### config.mk
export PLATFORM = sky130hd
export DESIGN_NAME = muldiv_unit
export DESIGN_NICKNAME = d
export VERILOG_FILES = /design/src/rtl/muldiv_pkg.sv /design/src/rtl/muldiv_unit.sv
export SDC_FILE = /design/constraint.sdc
export NUM_CORES = 1
export LEC_CHECK = 0
export ABC_AREA = 1
export BUFFER_PORTS_ARGS = -buffer_cell sky130_fd_sc_hd__buf_2
export CAP_MARGIN = 20
export CELL_PAD_IN_SITES_DETAIL_PLACEMENT = 0
export CELL_PAD_IN_SITES_GLOBAL_PLACEMENT = 1
export CORE_MARGIN = 2
export CORE_UTILIZATION = 45
export DETAILED_ROUTE_END_ITERATION = 10
export HOLD_SLACK_MARGIN = 0.12
export PLACE_DENSITY = 0.95
export REMOVE_ABC_BUFFERS = 1
export SLEW_MARGIN = 10
export SYNTH_ARGS = -nofsm -noshare
export SYNTH_HDL_FRONTEND = slang
export SYNTH_SLANG_ARGS = --single-unit
### constraint.sdc
create_clock -name clk -period 5.4 [get_ports clk]
set_input_delay 0.27 -clock clk [delete_from_list [all_inputs] [get_ports clk]]
set_output_delay 0.27 -clock clk [all_outputs]
set_load 0.005 [all_outputs]
### src/rtl/muldiv_pkg.sv
// Shared definitions for the iterative multiply/divide unit.
// The ALU control decoder imports the same op encodings.
package muldiv_pkg;

  localparam int MD_WIDTH = 32;

  localparam logic [1:0] OP_MULTU = 2'b00;
  localparam logic [1:0] OP_MULT  = 2'b01;
  localparam logic [1:0] OP_DIVU  = 2'b10;
  localparam logic [1:0] OP_DIV   = 2'b11;

  typedef enum logic [1:0] {
    IDLE,
    CALC,
    FIX,
    DONE
  } md_state_e;

endpackage

### src/rtl/muldiv_unit.sv
// Iterative multiply/divide unit: radix-2 shift-add multiply and restoring divide
// on operand magnitudes, with a final sign fix-up and a one-cycle done pulse.
module muldiv_unit
  import muldiv_pkg::*;
#(
  parameter int WIDTH = MD_WIDTH
) (
  input  logic             clk,
  input  logic             reset,
  input  logic             start,
  input  logic [1:0]       op,
  input  logic [WIDTH-1:0] a,
  input  logic [WIDTH-1:0] b,
  output logic [WIDTH-1:0] hi,
  output logic [WIDTH-1:0] lo,
  output logic             busy,
  output logic             done,
  output logic             dbz
);

  localparam logic [5:0] LAST_ITER = 6'(WIDTH - 1);

  md_state_e          state;
  logic [5:0]         cnt;
  logic [1:0]         op_q;
  logic               sign_a;
  logic               sign_b;
  logic [WIDTH-1:0]   operand;
  logic [2*WIDTH-1:0] acc;

  logic [WIDTH-1:0]   a_mag;
  logic [WIDTH-1:0]   b_mag;
  logic [WIDTH:0]     mul_sum;
  logic [WIDTH:0]     rem_sh;
  logic [WIDTH-1:0]   rem_diff;
  logic               div_ge;
  logic [2*WIDTH-1:0] acc_next;
  logic [2*WIDTH-1:0] prod;
  logic [WIDTH-1:0]   quot;
  logic [WIDTH-1:0]   rem;
  logic [WIDTH-1:0]   fix_hi;
  logic [WIDTH-1:0]   fix_lo;

  assign a_mag = (op[0] && a[WIDTH-1]) ? -a : a;
  assign b_mag = (op[0] && b[WIDTH-1]) ? -b : b;

  // Multiply keeps the multiplier in acc's low half and the partial product in
  // its high half; divide keeps the partial remainder high and the quotient low.
  assign mul_sum  = {1'b0, acc[2*WIDTH-1:WIDTH]} + {1'b0, operand & {WIDTH{acc[0]}}};
  assign rem_sh   = {acc[2*WIDTH-1:WIDTH], acc[WIDTH-1]};
  assign div_ge   = rem_sh >= {1'b0, operand};
  assign rem_diff = rem_sh[WIDTH-1:0] - operand;

  always_comb begin
    acc_next = {mul_sum, acc[WIDTH-1:1]};
    if (op_q[1]) begin
      if (div_ge)
        acc_next = {rem_diff, acc[WIDTH-2:0], 1'b1};
      else
        acc_next = {rem_sh[WIDTH-1:0], acc[WIDTH-2:0], 1'b0};
    end
  end

  // Signs are latched as zero for unsigned ops, so no op check is needed here.
  always_comb begin
    prod   = (sign_a ^ sign_b) ? -acc : acc;
    quot   = (sign_a ^ sign_b) ? -acc[WIDTH-1:0] : acc[WIDTH-1:0];
    rem    = sign_a ? -acc[2*WIDTH-1:WIDTH] : acc[2*WIDTH-1:WIDTH];
    fix_hi = op_q[1] ? rem  : prod[2*WIDTH-1:WIDTH];
    fix_lo = op_q[1] ? quot : prod[WIDTH-1:0];
  end

  always_ff @(posedge clk) begin
    if (reset) begin
      state   <= IDLE;
      cnt     <= '0;
      op_q    <= '0;
      sign_a  <= 1'b0;
      sign_b  <= 1'b0;
      operand <= '0;
      acc     <= '0;
      hi      <= '0;
      lo      <= '0;
      busy    <= 1'b0;
      done    <= 1'b0;
      dbz     <= 1'b0;
    end else begin
      done <= 1'b0;
      case (state)
        IDLE: begin
          if (start) begin
            busy <= 1'b1;
            dbz  <= 1'b0;
            if (op[1] && b == '0) begin
              hi    <= a;
              lo    <= '1;
              dbz   <= 1'b1;
              done  <= 1'b1;
              state <= DONE;
            end else begin
              op_q    <= op;
              sign_a  <= op[0] & a[WIDTH-1];
              sign_b  <= op[0] & b[WIDTH-1];
              operand <= op[1] ? b_mag : a_mag;
              acc     <= op[1] ? {{WIDTH{1'b0}}, a_mag} : {{WIDTH{1'b0}}, b_mag};
              cnt     <= '0;
              state   <= CALC;
            end
          end
        end
        CALC: begin
          acc <= acc_next;
          if (cnt == LAST_ITER) begin
            cnt   <= '0;
            state <= FIX;
          end else begin
            cnt <= cnt + 6'd1;
          end
        end
        FIX: begin
          hi    <= fix_hi;
          lo    <= fix_lo;
          done  <= 1'b1;
          state <= DONE;
        end
        DONE: begin
          busy  <= 1'b0;
          state <= IDLE;
        end
        default: state <= IDLE;
      endcase
    end
  end

endmodule

== After elaboration in Yosys (flattened, before gate mapping) ==
Cells that the tools add are included.

* Logic and storage cells: 81
* Register bits after elaboration: 175

* Mux-type cells: 33
* Order comparisons: 1
* Reduce and logical (&&, ||, !) cells: 14
* Bitwise gates (word level): 5
* Equal/unequal tests: 8
* $add $sub $neg: 8

{| class="wikitable"
|+ Operator list
! cell !! count
|-
| 2-to-1 mux 32 bit || 12
|-
| 2-to-1 mux 64 bit || 5
|-
| negation 32 bit || 4
|-
| case mux 32 bit (2 select lines) || 2
|-
| case mux 64 bit (2 select lines) || 1
|-
| negation 64 bit || 1
|-
| adder 32 x 32 -> 33 bit || 1
|-
| >= comparator 33 x 32 -> 1 bit || 1
|-
| AND 32 bit || 1
|-
| zero test 32 bit || 1
|-
| subtractor 32 bit || 1
|-
| 2-to-1 mux 6 bit || 3
|-
| case mux 6 bit (2 select lines) || 1
|-
| AND reduction 3 bit || 3
|-
| != test 2 bit (second input constant) || 4
|-
| case mux 2 bit (4 select lines) || 1
|-
| adder 6 x 1 -> 6 bit (second input constant) || 1
|-
| == test 6 x 5 -> 1 bit (second input constant) || 1
|-
| 2-to-1 mux 2 bit || 3
|-
| AND reduction 2 bit || 3
|-
| nonzero test 2 bit || 3
|-
| == test 2 bit (second input constant) || 2
|-
| case mux 1 bit (2 select lines) || 2
|-
| logical AND 1 bit || 3
|-
| 6 further kinds || 9
|}

== Depth between registers and ports, before layout ==
* Word-level depth: 6
* Gate-level depth with buffers: 19
* Gate-level depth less buffers: 18

== Least setup slack after synthesis ==
OpenSTA, ideal clock, no wires.

* Path kind: reg2reg
* Start point: register acc[0]
* End point: register acc[47]
* Period minus slack after synthesis: 2.249 ns
* Library setup time: 0.128 ns
* Slack: 3.151 ns
* Required time: 5.272 ns
* Arrival time: 2.122 ns
* Cell stages (with the launch flop): 19
* Cell sequence: dfxtp_1 -> buf_2 -> nand2_1 -> inv_1 -> ha_1 -> inv_1 -> fa_1 -> inv_1 -> nand3_1 -> nand3_1 -> nand3_1 -> nand3_1 -> nand2_1 -> nand3_1 -> nand2_1 -> o21ai_0 -> nor2_1 -> nor2_1 -> nor2_1

* Word-level cells in the longest chain between the ends: 4

{| class="wikitable"
|+ RTL lines
! item !! line !! text
|-
| from (decl) || muldiv_unit.sv:29 || <nowiki>logic [2*WIDTH-1:0] acc;</nowiki>
|-
| from (signal assigned) || muldiv_unit.sv:105 || <nowiki>acc <= op[1] ? {{WIDTH{1'b0}}, a_mag} : {{WIDTH{1'b0}}, b_mag};</nowiki>
|-
| from (signal assigned) || muldiv_unit.sv:112 || <nowiki>acc <= acc_next;</nowiki>
|-
| AND 32 bit || muldiv_unit.sv:49 || <nowiki>assign mul_sum = {1'b0, acc[2*WIDTH-1:WIDTH]} + {1'b0, operand & {WIDTH{acc[0]}}};</nowiki>
|-
| adder 32 x 32 -> 33 bit || muldiv_unit.sv:49 ||
|-
| 2-to-1 mux 64 bit || muldiv_unit.sv:56 || <nowiki>if (op_q[1]) begin</nowiki>
|-
| case mux 64 bit (2 select lines) || muldiv_unit.sv:89 || <nowiki>case (state)</nowiki>
|}

No other way between the ends.
A chain may end at the register's enable or synchronous reset.

== Final worst setup path ==
* Start point: register sign_a
* End point: register hi[12]

* Word-level cells in the longest chain between the ends: 4
* Elaborated cells on any way between the ends: 5
* Classes of those cells: 4 x mux; 1 x bitwise

{| class="wikitable"
|+ RTL lines
! item !! line !! text
|-
| from (decl) || muldiv_unit.sv:26 || <nowiki>logic sign_a;</nowiki>
|-
| from (signal assigned) || muldiv_unit.sv:102 || <nowiki>sign_a <= op[0] & a[WIDTH-1];</nowiki>
|-
| XOR 1 bit || muldiv_unit.sv:66 || <nowiki>prod = (sign_a ^ sign_b) ? -acc : acc;</nowiki>
|-
| 2-to-1 mux 64 bit || muldiv_unit.sv:66 ||
|-
| 2-to-1 mux 32 bit * || muldiv_unit.sv:69 || <nowiki>fix_hi = op_q[1] ? rem : prod[2*WIDTH-1:WIDTH];</nowiki>
|-
| case mux 32 bit (2 select lines) * || muldiv_unit.sv:89 ||
|-
| to (signal assigned) || muldiv_unit.sv:121 || <nowiki>hi <= fix_hi;</nowiki>
|-
| to (decl) || muldiv_unit.sv:14 || <nowiki>output logic [WIDTH-1:0] hi,</nowiki>
|}

Every way passes the cells marked *; elsewhere a longest branch is shown, timed or not.

==> impl_metrics.csv <==
group,metric,value,unit
outcome,status,"completed",
setup_path,crit_path_start,"sign_a$_SDFFE_PP0P_",
timing,finalSetupTns,0,ps
power,power.share.clock,0.132,
cts,clockBufferDepth,2,
setup_path,crit_path_frequent_cell,"nand2_1",
global_route,grt_first_pass_wirelength,124000,microns
power,p_int,4.06,mW
cts,cts_sinks,174,
setup_path,max_stage_delay,980,ps
setup_path,slowest_stage,"inv_2",
setup_path,cp.required,5760,ps
setup_path,ff2ff_setup_slack,1530,ps
power,p_per_area,492,nW/um^2
power,ir_drop,475,uV
power,combinationalPowerShare,0.662,
synth,synth_area,18100,sq um
final_layout,nets,3565,
timing,fin_skew,19.8,ps
setup_path,r2r-start,"sign_a$_SDFFE_PP0P_",
cts,htreeDepth,4,
place,place.gp.congestion,1.07,
cts,cts_buffers,17,
min_path,hold_path.class,"input pin to flip-flop",
detailed_routing,first_pass_iters,7,
synth,ys_ff_latch,174,
global_route,grt_start_max_net_pins,74,
die,die_w,205,microns
power,seq_power_share,0.207,
place,place_area,19100,sq um
setup_path,cp_max_fo,54,
final_layout,final_cell_area,19700,sq um
timing,fmax,259,MHz
timing,post-route-min-period,3870,ps
synth,synthFlopType,"dfxtp_1",
die,die_h,205,microns
detailed_routing,drtAntennaViolNets,0,
die,initial_core_util,0.457,
synth,ys_types,50,
synth,synthCells,3365,
power,power_switching,5.62,mW
synth,yosysWarnings,0,
final_layout,regArea,3480,sq um
final_layout,drive_gt1_frac,0.0676,
detailed_routing,drt_wl_total,82800,microns
timing,hold_violations,0,
cts,clk_pin_slew,70,ps
setup_path,setup.worst_path.end,"hi[12]$_SDFFE_PP0P_",
setup_path,path_class,"flip-flop to flip-flop",
final_layout,fin_util,0.495,
timing,maxSlewHeadroom,0.211,
place,portBuffers,135,
die,core,39700,sq um
detailed_routing,vias,22600,
synth,yosysSeqAreaShare,0.192,
synth,synth_edf_count,0,
global_route,grt_overflow,0,
timing,rsz0062_at_grt,"no",
detailed_routing,drtIter0Drc,2863,
synth,synth_area_per_cell,5.39,sq um
final_layout,final_common_cell,"nand2_1",
setup_path,worstRegToRegCells,12,
global_route,gr-usage-all-layers,0.393,
final_layout,syn2layout_area_growth,8.42,%
global_route,antenna_found_initial,1,
cts,cts.repair.resized,0,
setup_path,end_kind,"flip-flop",
final_layout,fin_cells,3958,
die,num_io_pins,136,
power,cellLeakagePower,10.1,nW
synth,synthArstFlopShare,0,
setup_path,cp-start-kind,"flip-flop",
place,dp_cells,3926,
cts,cts_tree,"built",
final_layout,antenna_cells,0,
setup_path,worstPathCellList,"or2_1 -> nand2_1 -> inv_2 -> nand2_1 -> inv_2 -> nand2_2 -> nand2_1 -> nand2_1 -> nand3_1 -> o21ai_0 -> o21ai_1 -> inv_1",
final_layout,num-fill-cells,4480,
setup_path,r2r_end,"hi[12]$_SDFFE_PP0P_",
die,rows,73,
final_layout,final_cell_mix,"nand2_1 (1,056), inv_1 (466), nor2_1 (437), nand3_1 (301), a21oi_1 (214)",
cts,insertion_delay,480,ps
detailed_routing,drc,0,
final_layout,multi_input_area,12300,sq um
cts,cts-root-buf,"clkbuf_16",
detailed_routing,vias_per_cell,5.72,
place,hpwl,65200,microns
detailed_routing,wl_per_cell,20.9,microns
run,drv_cap,0,
timing,finalCritPeriodShare,0.716,
timing,drv_slew,0,
die,dieArea,41900,sq um
power,switching_share,0.581,
global_route,grt_pass1_vias,20600,
setup_path,critPathArrivalTime,4220,ps
timing,worst_pin_slew,1180,ps
timing,setup_violations,0,
-- cells in the mapped netlist (all sizes together) (2+ instances only) --
cell / n / area, sq um
nor4: 2 / 12.5
o21a: 2 / 15.0
dfxtp: 174 / 3480
a31oi: 28 / 175
inv: 474 / 1780
xnor2: 17 / 149
or2: 14 / 87.6
clkbuf: 82 / 309
o21bai: 6 / 45.0
ha: 73 / 913
nor3: 44 / 225
buf: 38 / 234
nor2: 447 / 1730
nand2: 1060 / 3990
nor3b: 3 / 22.5
nand4: 50 / 313
fa: 2 / 40.0
nand3: 305 / 1550
a21o: 4 / 30.0
o22ai: 4 / 25.0
nand3b: 10 / 75.1
clkinv: 8 / 30.0
a21oi: 214 / 1070
o31ai: 3 / 22.5
xor2: 52 / 455
o211ai: 26 / 200
a211oi: 4 / 30.0
o21ai: 208 / 1050
a22oi: 5 / 37.5
-- worst min path at each step --
stage                        start                      end  cells past startpoint
5_1_grt                       b[0]  operand[0]$_SDFFE_PP0P_                      3
2_1_floorplan                reset     acc[32]$_SDFFE_PP0P_                      1
4_1_cts                       b[0]  operand[0]$_SDFFE_PP0P_                      3
3_3_place_gp    hi[4]$_SDFFE_PP0P_       hi[4]$_SDFFE_PP0P_                      2
3_5_place_dp   hi[21]$_SDFFE_PP0P_      hi[21]$_SDFFE_PP0P_                      2
6_report                     start          done$_SDFF_PP0_                      3
-- state kept, by name (all words and copies together), names as in the netlist --
register	cells
acc	64
busy	1
cnt	6
dbz	1
done	1
hi	32
lo	32
op_q	1
operand	32
sign_a	1
sign_b	1
state	2
-- per-stage QoR --
stage	power [mW]	worst slack [ps]	hold WS (ps)
after floorplan	6.04	475	339
after global placement	8.17	1740	452
after detailed placement	8.15	1640	454
after CTS	9.41	1620	128
after global routing	10.4	1250	161
final	9.68	1530	155
-- repair_timing --
action / in CTS / in global routing
endpoints found under the hold margin: 1 / 0
buffers inserted: 0 / 0
hold buffers: 1 / 0
-- logic make-up (layout without fill, tap and decap cells) --
family,Yosys count,in the layout,synth area share
AND/OR/NAND/NOR,1939,1939,0.443
buffers and inverters,602,670,0.130
AO/OA/AOI/OAI,506,506,0.150
adder cells (fa/ha/maj),75,75,0.0526
flip-flops,174,174,0.192
XOR/XNOR,69,69,0.0333
-- routing by layer --
metal	routed length [microns]	global-route usage	vias up
met5	17	0	-
li1	-	-	10800
met2	33900	0.576	1452
met4	4950	0.216	2
met3	9640	0.0816	242
met1	34300	0.535	10100
-- cell type report --
class,count,area share
clock buffers,20,0.0232
repair buffers,157,0.0430
multi-input cells,2589,0.626
clock inverters,11,0.00547
well taps,525,0.0334
inverters,482,0.0920
flip-flops and latches,174,0.177
-- power groups by stage --
stage | Sequential [mW] | Clock [mW] | Combinational, mW
3_3_place_gp | 2.00 | 0 | 6.17
5_1_grt | 2.02 | 1.31 | 7.07
3_5_place_dp | 2.00 | 0 | 6.15
6_report | 2.00 | 1.27 | 6.40
2_1_floorplan | 1.88 | 0 | 4.16
4_1_cts | 1.97 | 1.26 | 6.18
-- critical path, delay by kind of cell (launching register included) --
family	cells	cell delay (ps)
flip-flops	1	810
AND/OR/NAND/NOR	7	1370
buffers and inverters	3	1270
AO/OA/AOI/OAI	2	270
(Power assumes the default switching activity.)
